### src/rtl/decode_stage.sv
// decode_stage: single-entry decode pipeline stage with an integrated register file.
// Captures rs/rt operands, the extended immediate, the destination index and the
// function field on accept, and holds them under a valid/ready handshake.
// Optional feature macro: DECODE_BYPASS_EN -- a register write that lands on the
// same edge as an accept is forwarded into the captured operands.
module decode_stage #(
   parameter int DATA_W   = 32,
   parameter int NUM_REGS = 32
) (
   input  logic                         clk,
   input  logic                         reset,
   input  logic                         in_valid,
   output logic                         in_ready,
   input  logic [25:0]                  instruction,
   input  logic                         reg_dst,
   input  logic                         imm_signed,
   input  logic                         wr_en,
   input  logic [4:0]                   wr_addr,
   input  logic [DATA_W-1:0]            wr_data,
   output logic                         out_valid,
   input  logic                         out_ready,
   output logic [DATA_W-1:0]            read_data0,
   output logic [DATA_W-1:0]            read_data1,
   output logic [DATA_W-1:0]            imm_ext,
   output logic [4:0]                   dest_reg,
   output logic [5:0]                   func,
   output logic [NUM_REGS*DATA_W-1:0]   io_registers
);

   logic [NUM_REGS-1:0][DATA_W-1:0] r_regs;
   logic                            r_valid;
   logic [DATA_W-1:0]               r_op0;
   logic [DATA_W-1:0]               r_op1;
   logic [DATA_W-1:0]               r_imm;
   logic [4:0]                      r_dest;
   logic [5:0]                      r_func;

   logic [4:0]                      w_rs;
   logic [4:0]                      w_rt;
   logic [15:0]                     w_imm;
   logic [DATA_W-1:0]               w_rf_rs;
   logic [DATA_W-1:0]               w_rf_rt;
   logic                            w_wr_hit;
   logic                            w_accept;
   logic [DATA_W-1:0]               w_op0;
   logic [DATA_W-1:0]               w_op1;

   assign w_rs     = instruction[25:21];
   assign w_rt     = instruction[20:16];
   assign w_imm    = instruction[15:0];
   assign in_ready = !r_valid || out_ready;
   assign w_accept = in_valid && in_ready;

   // Register-file read ports and write-address qualification; entry 0 and
   // indices beyond the file never match, so they read 0 and drop writes.
   always_comb begin
      w_rf_rs  = '0;
      w_rf_rt  = '0;
      w_wr_hit = 1'b0;
      for (int i = 1; i < NUM_REGS; i++) begin
         if (w_rs == 5'(i))    w_rf_rs  = r_regs[i];
         if (w_rt == 5'(i))    w_rf_rt  = r_regs[i];
         if (wr_addr == 5'(i)) w_wr_hit = wr_en;
      end
   end

`ifdef DECODE_BYPASS_EN
   assign w_op0 = (w_wr_hit && (wr_addr == w_rs)) ? wr_data : w_rf_rs;
   assign w_op1 = (w_wr_hit && (wr_addr == w_rt)) ? wr_data : w_rf_rt;
`else
   assign w_op0 = w_rf_rs;
   assign w_op1 = w_rf_rt;
`endif

   // Register-file write port, independent of the decode handshake.
   always_ff @(posedge clk or negedge reset) begin
      if (!reset) begin
         r_regs <= '0;
      end else begin
         for (int i = 1; i < NUM_REGS; i++) begin
            if (w_wr_hit && (wr_addr == 5'(i))) r_regs[i] <= wr_data;
         end
      end
   end

   // Output bundle: capture on accept, drop valid on drain, hold otherwise.
   always_ff @(posedge clk or negedge reset) begin
      if (!reset) begin
         r_valid <= 1'b0;
         r_op0   <= '0;
         r_op1   <= '0;
         r_imm   <= '0;
         r_dest  <= '0;
         r_func  <= '0;
      end else if (w_accept) begin
         r_valid <= 1'b1;
         r_op0   <= w_op0;
         r_op1   <= w_op1;
         r_imm   <= {{(DATA_W-16){imm_signed & w_imm[15]}}, w_imm};
         r_dest  <= reg_dst ? instruction[15:11] : w_rt;
         r_func  <= instruction[5:0];
      end else if (out_ready) begin
         r_valid <= 1'b0;
      end
   end

   assign out_valid    = r_valid;
   assign read_data0   = r_op0;
   assign read_data1   = r_op1;
   assign imm_ext      = r_imm;
   assign dest_reg     = r_dest;
   assign func         = r_func;
   assign io_registers = r_regs;

endmodule

### config.mk
export PLATFORM = sky130hd
export DESIGN_NAME = decode_stage
export DESIGN_NICKNAME = d
export VERILOG_FILES = /design/src/rtl/decode_stage.sv
export SDC_FILE = /design/constraint.sdc
export NUM_CORES = 2
export LEC_CHECK = 0
export ABC_AREA = 1
export CAP_MARGIN = 20
export CORE_AREA = 3 3 462 464
export CTS_CLUSTER_DIAMETER = 50
export DETAILED_ROUTE_END_ITERATION = 16
export DIE_AREA = 0 0 465 467
export GPL_ROUTABILITY_DRIVEN = 0
export HOLD_SLACK_MARGIN = 0.08
export MAX_ROUTING_LAYER = met4
export PLACE_DENSITY = 0.49
export SETUP_SLACK_MARGIN = 0.1
export SLEW_MARGIN = 20
export SYNTH_ARGS = -nofsm -noshare
export SYNTH_HDL_FRONTEND = slang
export SYNTH_SLANG_ARGS = --single-unit
### constraint.sdc
create_clock -name clk -period 1.8 [get_ports clk]
set_input_delay 0.18 -clock clk [delete_from_list [all_inputs] [get_ports clk]]
set_output_delay 0.18 -clock clk [all_outputs]
set_load 0.02 [all_outputs]
-- Word level (Yosys, flattened, before mapping)
Index checks and enable logic that the tools add are counted.
- equality and inequality tests: 93
- mux-type cells: 96
- bitwise operators: 1
- reductions and logical operators: 35
- operator list (kind ; count):
    2-to-1 mux 32 bit ; 62
    equality test 5 bit, second input constant ; 48
    equality test 5 x 4 -> 1 bit, second input constant ; 24
    equality test 5 x 3 -> 1 bit, second input constant ; 12
    2-to-1 mux 1 bit ; 33
    logical AND 1 bit ; 32
    equality test 5 x 2 -> 1 bit, second input constant ; 6
    equality test 5 x 1 -> 1 bit, second input constant ; 3
    2-to-1 mux 5 bit ; 1
    nonzero test 2 bit ; 1
    AND 1 bit ; 1
    zero test 1 bit ; 1
    logical OR 1 bit ; 1
- bits in registers: 1085
- bits of input ports: 70
- output and inout port bits: 1133
- logic and storage cells: 262

-- Depth between registers and ports, before layout
- depth after elaboration: 33
- mapped depth: 24

-- Worst setup path before layout
OpenSTA, ideal clock, no wires.
- path kind: input-to-reg
- from: in instruction[19]
- to: reg r_op1[27] (netlist: read_data1[27])
- library setup time: 0.116 ns
- arrival time: 2.046 ns
- required time: 1.684 ns
- setup slack: -0.363 ns
- cell stages on the path: 23
- buffers on the path: 2
- path through: buf_2 -> inv_2 -> nand2_2 -> nor2_1 -> nand2_1 -> inv_2 -> clkbuf_1 -> a21oi_1 -> nand4_1 -> nand2_1 -> nand4_1 -> nor2_1 -> nand4_1 -> nor2_1 -> nand4_1 -> nor2_1 -> nand4_1 -> nor2_1 -> nand4_1 -> nor2_1 -> nand4_1 -> nand2_1 -> nand2_1
- longest elaborated chain between the ends: 32
- elaborated cells on any way between the ends: 62
- classes of those cells: 31 x eq/ne; 31 x mux
- RTL lines (element ; RTL line ; source):
    start: declaration ; 14 ; input logic [25:0] instruction,
    equality test 5 x 1 -> 1 bit ; 62 ; if (w_rt == 5'(i)) w_rf_rt = r_regs[i];
    2-to-1 mux 32 bit (30 in a row) ; 62 ;
    2-to-1 mux 32 bit * ; 62 ;
    end signal: assignment ; 98 ; r_op1 <= w_op1;
    end: declaration ; 33 ; logic [DATA_W-1:0] r_op1;
Every way passes the cells marked *; elsewhere a longest branch is shown, timed or not.
A chain may end at the register's enable or synchronous reset.

-- Worst setup path in the final report
- from: reg r_regs (netlist bit io_registers[56])
- to: reg r_op1[24] (netlist: read_data1[24])
- longest elaborated chain between the ends: 31
- RTL lines (element ; RTL line ; source):
    start: declaration ; 30 ; logic [NUM_REGS-1:0][DATA_W-1:0] r_regs;
    start signal: indexed assignment ; 81 ; if (w_wr_hit && (wr_addr == 5'(i))) r_regs[i] <= wr_data;
    2-to-1 mux 32 bit (31 in a row) ; 62 ;
No other way between the ends.

==> metrics.md <==
| Metric | Value |
|---|---|
| Die Y | `between 400 and 500 microns` |
| Detailed-route DRC error count | `0` |
| Synth cell types | `46` |
| Seq/Total Area, Yosys | `roughly half` |
| Required @ worst endpoint | `around 2.5 ns` |
| Most used cell, CP | `nand4_1` |
| Global Route Usage Sum | `between 30% and 40%` |
| Synth Flop Type | `dfrtp_1` |
| DR vias/cell | `around 5.2` |
| Starting DRC count in detailed routing | `between 9,000 and 10,000` |
| Critical Path Source Type | `flop` |
| Synth async-reset ratio | `between 90% and 100%` |
| Layout cell share with drive strength beyond 1 | `32.48%` |
| Largest net degree at the start of global routing | `93` |
| Num CTS Buffers | `between 150 and 200` |
| Slew @ Worst Pin | `about 1.0 ns` |
| Longest Clk Path Bufs | `3` |
| Syn avg cell area | `~7.3 sq um` |
| Skew final | `0.05054 ns` |
| Die X | `465 microns` |
| Final core occ | `roughly 45%` |
| Post-Synthesis Cells | `7,595` |
| Fin. Hold Viols | `0` |
| Max-Cap Viols | `0` |
| Site Rows | `168` |
| Routed Antenna Nets | `0` |
| Max transition margin | `31.93%` |
| Ports | `1,203` |
| Worst-path clk slew | `0.05 ns` |
| Area used by multi-input combinational logic | `about 26,000 sq um` |
| Critical Path End Type | `flop` |
| Max reg flops | `992` |
| P&R area growth vs syn | `69.29%` |
| GR Overflow Total | `0` |
| Vias in the first global route | `around 64,000` |
| Final WS setup | `-2.033 ns` |
| Fin Hold WS | `between 0.05 and 0.06 ns` |
| Peak supply drop | `0.9681 mV` |
| Most frequent cells in the layout | `nand2_1 (2,590), buf_4 (1,125), dfrtp_1 (956), buf_6 (913), nor2_1 (637)` |
| Initial antenna violation count | `44` |
| CP peak stage delay | `around 0.4 ns` |
| Clock root buffer | `clkbuf_16` |
| FMAX | `roughly 260 MHz` |
| CTS tree | `done` |
| Fin crit period | `between 3 and 4 ns` |
| Yosys warns | `32` |
| Final wirelength | `just under 400 mm` |
| CTS HTree Levels | `4` |
| Pwr per Cell Area | `1192 nW/um^2` |
| RSZ-0062 raised after global routing | `true` |
| Crit-path cells | `nand2_1 > nand2_1 > nor2_2 > nand4_1 > nand2_2 > nand4_1 > nor2_1 > buf_4 > nand4_1 > buf_6 > nor2_4 > buf_6 > nand4_1 > nor2_1 > buf_4 > nand4_1 > nor2_2 > buf_4 > nand4_1 > nor2_2 > nand4_1 > nand2_1 > nand2_1` |
| Outcome | `complete, but fails checks` |
| Clock Sinks | `around 1,100` |
| Final setup viols | `just over 500` |
| Failing checks | `negative setup slack` |
| Synth Cell Area | `between 50,000 and 60,000 sq um` |
| Clk_lat worst skew | `between 0.8 and 0.9 ns` |
| Nets@finish | `between 10,000 and 15,000` |
| Fillers | `a little over 20,000` |
| Detailed Routing Iterations Pass 1 | `9` |
| IO Port Bufs | `~1,200` |
| Final period util | `212.9%` |
| Crit-path max FO | `3` |
| FF+latch count, synth | `about 1,100` |
| Static Leak | `43.87 nW` |
| Core area | `roughly 210,000 sq um` |
| FF+latch area | `27,150 sq um` |
| Commonest non-fill, non-tap cell in the layout | `nand2_1` |
| Slowest stage cell, crit path | `dfrtp_1` |
| EDFF count, synth | `0` |
| Die area | `about 220,000 sq um` |
| Min-delay worst type | `primary input to flop` |
| WL per Instance | `29.54 microns` |
| Vias | `67,920` |
| Final slew viol count | `0` |
| CP Class | `flop to flop` |
| First-pass GRT wire length | `520.1 mm` |
| Post-detail-place hpwl | `298.8 mm` |
| Starting Density | `between 20% and 30%` |
| Arr. time, crit path | `approximately 4.6 ns` |
-- synth_stat cells, types with 2 or more instances --
cell	count	area share, %
a21oi_1	159	1.4
nor3_1	36	0.33
nor2_2	12	0.14
buf_1	2	0.014
nand4_4	11	0.42
buf_6	5	0.10
nand3_4	2	0.063
inv_1	555	3.8
or2_2	16	0.18
o21ai_0	852	7.7
clkbuf_1	311	2.1
nor3b_1	2	0.027
o2111ai_1	2	0.032
buf_4	55	0.75
nand4_1	435	4.9
nor2_4	2	0.041
nand2_4	2	0.041
o21a_1	29	0.39
nand3_1	44	0.40
buf_2	176	1.6
nand2_1	2716	18
clkbuf_2	5	0.045
nor4_1	3	0.034
o21ai_1	176	1.6
inv_2	26	0.18
or2_1	4	0.045
nand3_2	4	0.072
dfrtp_1	1079	49
nor2_1	843	5.7
nor3_2	3	0.054
nand4_2	4	0.091
nand2_2	10	0.11
-- worst paths after layout --
check	from	endpoint	cells past startpoint	slack, ns
worst min-delay path	instruction[18]	dest_reg[2]$_DFFE_PN0P_	7	0.06
max in group asynchronous	reset	io_registers[1012]$_DFFE_PN0P_	3	0.37
worst min register to register	dest_reg[3]$_DFFE_PN0P_	dest_reg[3]$_DFFE_PN0P_	2	0.47
min in group asynchronous	reset	io_registers[67]$_DFFE_PN0P_	3	0.22
worst max-delay path	io_registers[56]$_DFFE_PN0P_	read_data1[24]$_DFFE_PN0P_	23	-2.03
worst max register to register	io_registers[56]$_DFFE_PN0P_	read_data1[24]$_DFFE_PN0P_	23	-2.03
-- stage by stage --
step	cells	TNS, ns	total power, mW	setup slack, ns	cell area (sq um)
2_1_floorplan	7626	-164.53	45.86	-0.2700	56370
3_3_place_gp	12620	-1009.25	72.52	-2.819	82600
3_5_place_dp	12620	-1066.68	72.74	-2.876	82600
4_1_cts	13020	-480.74	109.6	-1.805	91390
5_1_grt	13110	-256.95	115.0	-2.068	93540
6_report	13110	-228.45	111.5	-2.033	93540
-- power breakdown --
part	switching, mW	internal, mW
sequential	5.55	29.1
combinational	23.8	18.4
clock	13.4	21.2
-- critical path: cells and delay by family, from the launching register on --
| family | cells | cell delay, ns |
|---|---|---|
| flops | 1 | 0.41 |
| simple gates | 18 | 2.64 |
| buf+inv | 5 | 0.69 |
-- area by class of cell --
class / count / area share, %
Clock buffer: 204 / 4.707
Tap cell: 2805 / 3.752
Clock inverter: 92 / 1.475
Sequential cell: 1079 / 29.03
Inverter: 583 / 2.410
Timing Repair Buffer: 2917 / 31.30
Antenna cell: 18 / 0.04815
Multi-Input combinational cell: 5409 / 27.28
-- cells by family after synthesis --
kind of cell           share of synthesized area, %
AND/OR/NAND/NOR                               31.26
flip-flops                                    48.87
AO/OA/AOI/OAI                                 11.26
other                                      0.006787
buffers and inverters                         8.607
-- repair_timing --
item / in CTS / in global routing
hold buffers: 29 / 1
setup buffers: 113 / 133
setup endpoints to repair: 2089 / 2055
resized for setup: 2296 / 2382
hold endpoints to repair: 1047 / 1
pin swaps: 310 / 361
cloned: 0 / 5
-- layer usage --
| metal | vias to the layer above | part of all wire [%] | track usage [%] |
|---|---|---|---|
| met2 | 4648 | 41 | 48.53 |
| met5 | - | 0 | - |
| li1 | 29460 | - | - |
| met3 | 965 | 13 | 11.99 |
| met4 | 0 | 7.9 | 21.66 |
| met1 | 32850 | 39 | 43.98 |
Power figures use the tool's default switching activity.
